--- src/rtl/fir_sched_pkg.sv ---
// Shared types and helpers for the FIR MAC scheduler and its arbiter.
package fir_sched_pkg;

  localparam int DEF_NUM_CH   = 4;
  localparam int DEF_NUM_TAPS = 8;

  typedef enum logic [1:0] {
    IDLE   = 2'd0,
    MAC    = 2'd1,
    RESULT = 2'd2
  } fsm_state_e;

  // Index width for a count of n items; never narrower than one bit.
  function automatic int idx_width(input int n);
    return (n > 1) ? $clog2(n) : 1;
  endfunction

endpackage

--- src/rtl/rr_arbiter.sv ---
// Combinational round-robin arbiter: the requester after last_grant wins,
// searching upward with wrap-around, so the previous winner is served last.
module rr_arbiter
  import fir_sched_pkg::*;
#(
  parameter int NUM_CH = DEF_NUM_CH,
  parameter int CH_W   = idx_width(NUM_CH)
) (
  input  logic [NUM_CH-1:0] req,
  input  logic [CH_W-1:0]   last_grant,
  input  logic              enable,
  output logic [NUM_CH-1:0] grant,
  output logic [CH_W-1:0]   grant_idx,
  output logic              any_req
);

  // Rotated priority scan; walking from the farthest candidate back toward
  // last_grant+1 lets the nearest requester overwrite the others.
  always_comb begin : scan
    int c;
    // NOTE: every signal written here gets a default first, so no path can leave a latch.
    c         = 0;
    grant     = '0;
    grant_idx = '0;
    any_req   = |req;
    for (int k = NUM_CH; k >= 1; k--) begin
      c = int'(last_grant) + k;
      if (c >= NUM_CH) c = c - NUM_CH;
      if (req[c[CH_W-1:0]]) grant_idx = c[CH_W-1:0];
    end
    if (enable && any_req) grant[grant_idx] = 1'b1;
  end

endmodule

--- src/rtl/fir_mac_scheduler.sv ---
// Time-shares one serial FIR MAC engine between NUM_CH sample channels:
// grants one sample round-robin, walks the taps, then offers the result.
module fir_mac_scheduler
  import fir_sched_pkg::*;
#(
  parameter int NUM_CH   = DEF_NUM_CH,
  parameter int NUM_TAPS = DEF_NUM_TAPS,
  parameter int CH_W     = idx_width(NUM_CH),
  parameter int TAP_W    = idx_width(NUM_TAPS)
) (
  input  logic              clk,
  input  logic              reset,
  input  logic              enable,
  input  logic [NUM_CH-1:0] in_valid,
  output logic [NUM_CH-1:0] in_ready,
  output logic [CH_W-1:0]   sel_ch,
  output logic              shift_en,
  output logic [TAP_W-1:0]  tap_idx,
  output logic              mac_en,
  output logic              acc_clear,
  output logic              acc_last,
  output logic              out_valid,
  output logic [CH_W-1:0]   out_ch,
  input  logic              out_ready,
  output logic              busy
);

  localparam logic [TAP_W-1:0] LAST_TAP = TAP_W'(NUM_TAPS - 1);

  fsm_state_e        state;
  logic [TAP_W-1:0]  tap;
  logic [CH_W-1:0]   last_grant;
  logic [CH_W-1:0]   sel_ch_q;
  logic              out_valid_q;

  logic [NUM_CH-1:0] grant;
  logic [CH_W-1:0]   grant_idx;
  logic              any_req;
  logic              arb_en;
  logic              accept;
  logic              in_mac;

  // Requests are only honoured while idle, enabled and out of reset.
  assign arb_en = enable && !reset && (state == IDLE);

  rr_arbiter #(
    .NUM_CH (NUM_CH),
    .CH_W   (CH_W)
  ) u_arb (
    .req        (in_valid),
    .last_grant (last_grant),
    .enable     (arb_en),
    .grant      (grant),
    .grant_idx  (grant_idx),
    .any_req    (any_req)
  );

  // The grant goes only to a requesting channel, so a grant is a transfer.
  assign accept    = arb_en && any_req;
  assign in_mac    = enable && (state == MAC);

  assign in_ready  = grant;
  assign shift_en  = accept;
  assign sel_ch    = accept ? grant_idx : sel_ch_q;
  assign tap_idx   = tap;
  assign mac_en    = in_mac;
  assign acc_clear = in_mac && (tap == '0);
  assign acc_last  = in_mac && (tap == LAST_TAP);
  assign out_valid = out_valid_q;
  assign out_ch    = sel_ch_q;
  assign busy      = (state != IDLE);

  // Scheduler FSM: accept a sample, run one tap per enabled cycle, hold the result.
  always_ff @(posedge clk or posedge reset) begin
    if (reset) begin
      state       <= IDLE;
      tap         <= '0;
      last_grant  <= CH_W'(NUM_CH - 1);
      sel_ch_q    <= '0;
      out_valid_q <= 1'b0;
    end else if (enable) begin
      // NOTE: all state updates are non-blocking so every branch sees this cycle's values.
      case (state)
        IDLE: begin
          if (accept) begin
            sel_ch_q   <= grant_idx;
            last_grant <= grant_idx;
            tap        <= '0;
            state      <= MAC;
          end
        end
        MAC: begin
          if (tap == LAST_TAP) begin
            tap         <= '0;
            out_valid_q <= 1'b1;
            state       <= RESULT;
          end else begin
            tap <= tap + 1'b1;
          end
        end
        RESULT: begin
          if (out_ready) begin
            out_valid_q <= 1'b0;
            state       <= IDLE;
          end
        end
        default: begin
          out_valid_q <= 1'b0;
          state       <= IDLE;
        end
      endcase
    end
  end

endmodule

--- config.mk ---
export PLATFORM = sky130hd
export DESIGN_NAME = fir_mac_scheduler
export DESIGN_NICKNAME = d
export VERILOG_FILES = /design/src/rtl/fir_sched_pkg.sv /design/src/rtl/rr_arbiter.sv /design/src/rtl/fir_mac_scheduler.sv
export SDC_FILE = /design/constraint.sdc
export NUM_CORES = 1
export LEC_CHECK = 0
export CAP_MARGIN = 30
export CORE_MARGIN = 2
export CORE_UTILIZATION = 46
export CTS_BUF_LIST = sky130_fd_sc_hd__clkbuf_4
export DETAILED_ROUTE_END_ITERATION = 10
export PLACE_DENSITY_LB_ADDON = 0.25
export SLEW_MARGIN = 20
export SYNTH_ARGS = -nofsm -noshare
export SYNTH_HDL_FRONTEND = slang
export SYNTH_HIERARCHICAL = 1
export SYNTH_SLANG_ARGS = --single-unit
--- constraint.sdc ---
create_clock -name clk -period 1.6 [get_ports clk]
set_input_delay 0.16 -clock clk [delete_from_list [all_inputs] [get_ports clk]]
set_output_delay 0.16 -clock clk [all_outputs]
set_load 0.1 [all_outputs]
==> metrics.md, run 1 <==
| Metric | Value |
|---|---|
| # resized after CTS | 14 |
| Detailed-placement wirelength estimate | a little under 2000 um |
| Sinks on the clock net | 10 |
| Initial cell density of the core | between 40% and 50% |
| Buffer cell driving the clock tree root | clkbuf_4 |
| Synthesized-area fraction occupied by ao, oa, aoi and oai cells | 15.2% |
| Routability Congestion | 0.833 |
| Netlist area before placement | 717 um^2 |
| Synth Net Count | 79 |
| Sequential share of the synthesized area | 35.3% |
| Number of placed I/O pins | 25 |
| Number of core rows | 14 |
| Number of instances in the synthesized netlist | 68 |
| Clk buf depth | 2 |
| Syn_area_per_cell | 10.5 um^2 |
| Status | stopped before the end |
| Clock H-tree levels | 1 |
| Clock buffers created by TritonCTS | 3 |
| Number of warning messages in the yosys log | 6 |
| Number of distinct library cell variants in the gate-level netlist after synthesis | 29 |
| Number of hold buffers added after cts | 0 |
| Multiplexer share of the synthesized area | between 10% and 20% |
| DP Cell Count | 129 |
| Placement-stage cell area | between 0.001 and 0.0015 mm^2 |
| Post-CTS Repair Setup Buffers | 4 |
| Failing step | clock tree synthesis (4_1_cts) |
| Synth Area in Adders | 5.24% |
| Chip width | 43.5 um |
| Xor and xnor area share after synthesis | 0% |
| Combinational family with the most area after synthesis | simple AND/OR/NAND/NOR gates |
| Buffers added on ports | 24 |
| First error | [ERROR DPL-0038] Utilization greater than 100%, impossible to legalize |
| Synth Area in Simple Gates | around 28% |
| Floorplan die height | around 43 um |
| Flops & latches, synth | 10 |
==> metrics by stage <==
step	hold WS, ns	setup slack, ns
floorplan	-0.00128	-0.230
global placement	0.559	-0.197
detailed placement	0.610	-0.274
==> cells by family after synthesis <==
kind of cell,after synthesis
buffers and inverters,5
AOI/OAI and AO/OA,11
adders and majority gates,3
and+or+nand+nor,30
DFF,10
muxes,9
==> cells in the mapped netlist <==
cell | n | area [um^2]
nor4b_4 | 1 | 23.8
or2_2 | 1 | 6.26
inv_1 | 5 | 18.8
nand3_1 | 1 | 5.00
a21oi_2 | 1 | 8.76
ha_1 | 3 | 37.5
nand2b_1 | 1 | 6.26
dfstp_2 | 2 | 52.6
nor2b_1 | 3 | 18.8
nand2_1 | 5 | 18.8
o221ai_4 | 1 | 26.3
nor3_1 | 1 | 5.00
a21o_1 | 1 | 7.51
nand2b_2 | 3 | 26.3
dfrtp_1 | 8 | 200
a31oi_1 | 1 | 6.26
mux2_2 | 7 | 78.8
and2_1 | 1 | 6.26
or3b_2 | 1 | 8.76
and2b_1 | 2 | 15.0
a22o_2 | 1 | 10.0
a31oi_4 | 1 | 21.3
nand2_4 | 1 | 11.3
nor3b_1 | 1 | 7.51
a21o_2 | 1 | 8.76
nand3b_1 | 3 | 22.5
nor2_1 | 5 | 18.8
o21ai_0 | 4 | 20.0
mux2i_1 | 2 | 20.0
==> run 2, diff against run 1 <==
CORE_AREA = 2 2 63 65   (was unset)
CORE_MARGIN = unset   (was 2)
CORE_UTILIZATION = unset   (was 46)
CTS_BUF_LIST = unset   (was sky130_fd_sc_hd__clkbuf_4)
DIE_AREA = 0 0 65 67   (was unset)
PLACE_DENSITY_LB_ADDON = 0.15   (was 0.25)
==> metrics.md, run 2 <==
| Metric | Value |
|---|---|
| CP endpoint kind | output port |
| Slew at the pin with the worst max-slew slack | 0.458 ns |
| Category of cells accounting for the largest share of critical-path delay | flip-flops |
| Areal power density over the cells | 2080 mW/mm^2 |
| First-pass iteration count of the detailed router | 3 |
| Synth area leaders | dfrtp_1 28%, mux2_2 11%, dfstp_2 7.3%, ha_1 5.2%, o221ai_4 3.7% |
| Syn_area_per_cell | 10.5 um^2 |
| MaxCap Viol Count | 0 |
| Crit-path max FO | 7 |
| Number of instances in the synthesized netlist | 68 |
| Number of warning messages in the yosys log | 6 |
| Xor and xnor area share after synthesis | 0% |
| Utilization of the core after routing | 43.5% |
| Crit Path Category | reg -> out |
| Final hold violations | 0 |
| Worst-path cell with the longest stage delay | dfstp_2 |
| Maximum number of pins on one net before global-route repair | 11 |
| Critical Path Source | last_grant[1] |
| Buffers added on ports | 24 |
| Critical path arrival | 1.73 ns |
| Floorplan Core Area | 0.00361 mm^2 |
| Synth Area in Simple Gates | 27.9% |
| Routed length per placed instance | ~11 um |
| Synth Net Count | 79 |
| Synthesized-area fraction occupied by ao, oa, aoi and oai cells | between 10% and 20% |
| Initial cell density of the core | around 20% |
| Hold slack final | approximately 0.46 ns |
| Detailed-placement wirelength estimate | 1550 um |
| Crit path depth | 4 |
| Number of endpoints failing setup at the final stage | 9 |
| Multiplexer share of the synthesized area | between 10 and 15% |
| Total count of max-transition violations in the final report | 0 |
| Cell type with the largest total area after synthesis | dfrtp_1 |
| Top_reg_cell synth | dfrtp_1 |
| Setup Skew | roughly 0.0081 ns |
| Clock buffers created by TritonCTS | 3 |
| Congestion Overflow GR | 0 |
| R2R depth | 5 |
| Via total after detailed routing | ~690 |
| Category of the worst setup path launch point | register |
| Synth Area in Adders | under 10% |
| Routability Congestion | 0.772 |
| Antenna violations before repair | 0 |
| First-pass GRT wire length | 3350 um |
| Netlist area before placement | 717 um^2 |
| Clk buf depth | 2 |
| Unrepaired setup endpoints after global routing | yes |
| Final Net Count | 131 |
| Tmin final | 1.89 ns |
| Register-to-Register Setup Slack | approximately 0.01 ns |
| Worst relative slew slack | 69.5% |
| Layout overhead on the synthesized area | 119% |
| Number of remaining DRC errors | 0 |
| CP peak stage delay | 0.60 ns |
| Clock transition at the registers of the reported paths | about 0.050 ns |
| Initial DRC count | 10 |
| FFs w/ async S/R, synth | 100% |
| CP endpoint | sel_ch[0] |
| Clock H-tree levels | 1 |
| Smallest setup slack after layout | -0.294 ns |
| Area share of the leading cell type in the synthesized netlist | between 20% and 30% |
| Sinks on the clock net | 10 |
| Number of core rows | 22 |
| CP Buf/Inv Count | 1 |
| Combined global-route utilization of all metal layers | around a tenth |
| Fmax achieved | around 530 MHz |
| Mean number of vias per cell | between 4 and 5 |
| Layout cells sized above 1 | 70.6% |
| Floorplan die height | around 67 um |
| Kind of path behind the tightest hold check | in -> async |
| Clock Latency Late Sink | 0.24 ns |
| Synth top cells by count | 8 x dfrtp_1, 7 x mux2_2, 5 x inv_1, 5 x nand2_1, 5 x nor2_1 |
| Largest register FFs | 3 |
| Most frequent cell after synthesis | dfrtp_1 |
| Antenna diode count | 0 |
| Number of placed I/O pins | 25 |
| Peak VDD IR | 1040 uV |
| R2r startpoint | state[1] |
| Number of distinct library cell variants in the gate-level netlist after synthesis | 29 |
| Combinational family with the most area after synthesis | simple AND/OR/NAND/NOR gates |
| Leakage dissipation | ~0.66 nW |
| Buffer cell driving the clock tree root | clkbuf_8 |
| Remaining antenna violation count after routing | 0 |
| Most common library cell in the layout ignoring fill and taps | buf_4 |
| CTS tree | done |
| Number of enable flip-flop cells after synthesis | 0 |
| Wire length after detailed routing | 1880 um |
| DIE AREA | around 0.0044 mm^2 |
| Commonest non-fill, non-tap cells in the layout | 19 x buf_4, 17 x buf_12, 7 x clkdlybuf4s50_1 |
| Layout fillers | 343 |
| Chip width | roughly 65 um |
| Failing checks | negative setup slack |
| Period Utilization, post-route | 118% |
| Power after layout | 3.26 mW |
| Destination of the worst register-to-register timing path | out_ch[0] |
| Worst-path cell chain | mux2i_2 -> o221ai_4 -> mux2_4 -> buf_12 |
| Crit path required time | 1.44 ns |
| Flops & latches, synth | 10 |
| Sequential share of the synthesized area | 35.3% |
| Number of global-route vias before repair | 761 |
| Status | finished, violations left |
[run 2: worst min-delay path by stage]
stage / endpoint / start / cells after the start / slack (ns)
3_3_place_gp: out_valid / out_valid / 2 / 0.56
2_1_floorplan: out_ch[0] / reset / 1 / -0.001
5_1_grt: out_valid / reset / 3 / 0.49
6_report: out_ch[0] / reset / 3 / 0.46
4_1_cts: out_valid / reset / 3 / 0.47
3_5_place_dp: out_valid / out_valid / 2 / 0.56
[run 2: layout make-up]
type / count / area, um^2 / share of cell area, %
Timing Repair Buffer: 47 / 598 / 38.1
Tap cell: 48 / 60.1 / 3.83
Multi-Input combinational cell: 53 / 564 / 36.0
Sequential cell: 10 / 262 / 16.7
Clock buffer: 4 / 55.1 / 3.51
Inverter: 5 / 28.8 / 1.84
[run 2: report_power, final]
| part | leakage, nW | total (mW) | internal (mW) | switching [mW] |
|---|---|---|---|---|
| Sequential | 0.112 | 0.518 | 0.392 | 0.125 |
| Clock | 0.0288 | 0.317 | 0.216 | 0.101 |
| Combinational | 0.519 | 2.42 | 1.03 | 1.39 |
| Total | 0.660 | 3.26 | 1.64 | 1.62 |
[run 2: through the flow]
stage	TNS, ns	area (um^2)	setup WS (ns)	std cells
floorplan	-1.45	821	-0.230	68
detailed placement	-2.14	1450	-0.231	161
global route	-2.70	1570	-0.377	167
finish	-1.79	1570	-0.294	167
global placement	-1.88	1450	-0.226	161
CTS	-1.97	1540	-0.310	167
[run 2: metal layers]
metal	up-vias	global-route usage [%]	wire length [um]
met5	-	0	0
met3	2	3.55	86
li1	342	-	-
met1	328	11.4	819
met2	15	17.8	962
met4	0	2.39	13
[run 2: logic make-up after synthesis]
logic type / Yosys count
muxes: 9
and+or+nand+nor: 30
AOI/OAI and AO/OA: 11
adders and majority gates: 3
DFF: 10
buffers and inverters: 5
[run 2: repair_timing]
| item | in CTS | in global routing |
|---|---|---|
| resized for setup | 7 | 5 |
| endpoints found under the setup margin | 10 | 15 |
| buffers inserted | 3 | 0 |
| pin swaps | 3 | 1 |
| hold buffers | 0 | 0 |
[run 2: worst reg2reg max path, stage by stage (launching register included)]
cell	delay, ns
dfrtp_1	0.41
nor4b_4	0.41
nand2_4	0.14
buf_6	0.15
buf_4	0.13
mux2_2	0.26
Power figures use the tool's default switching activity.
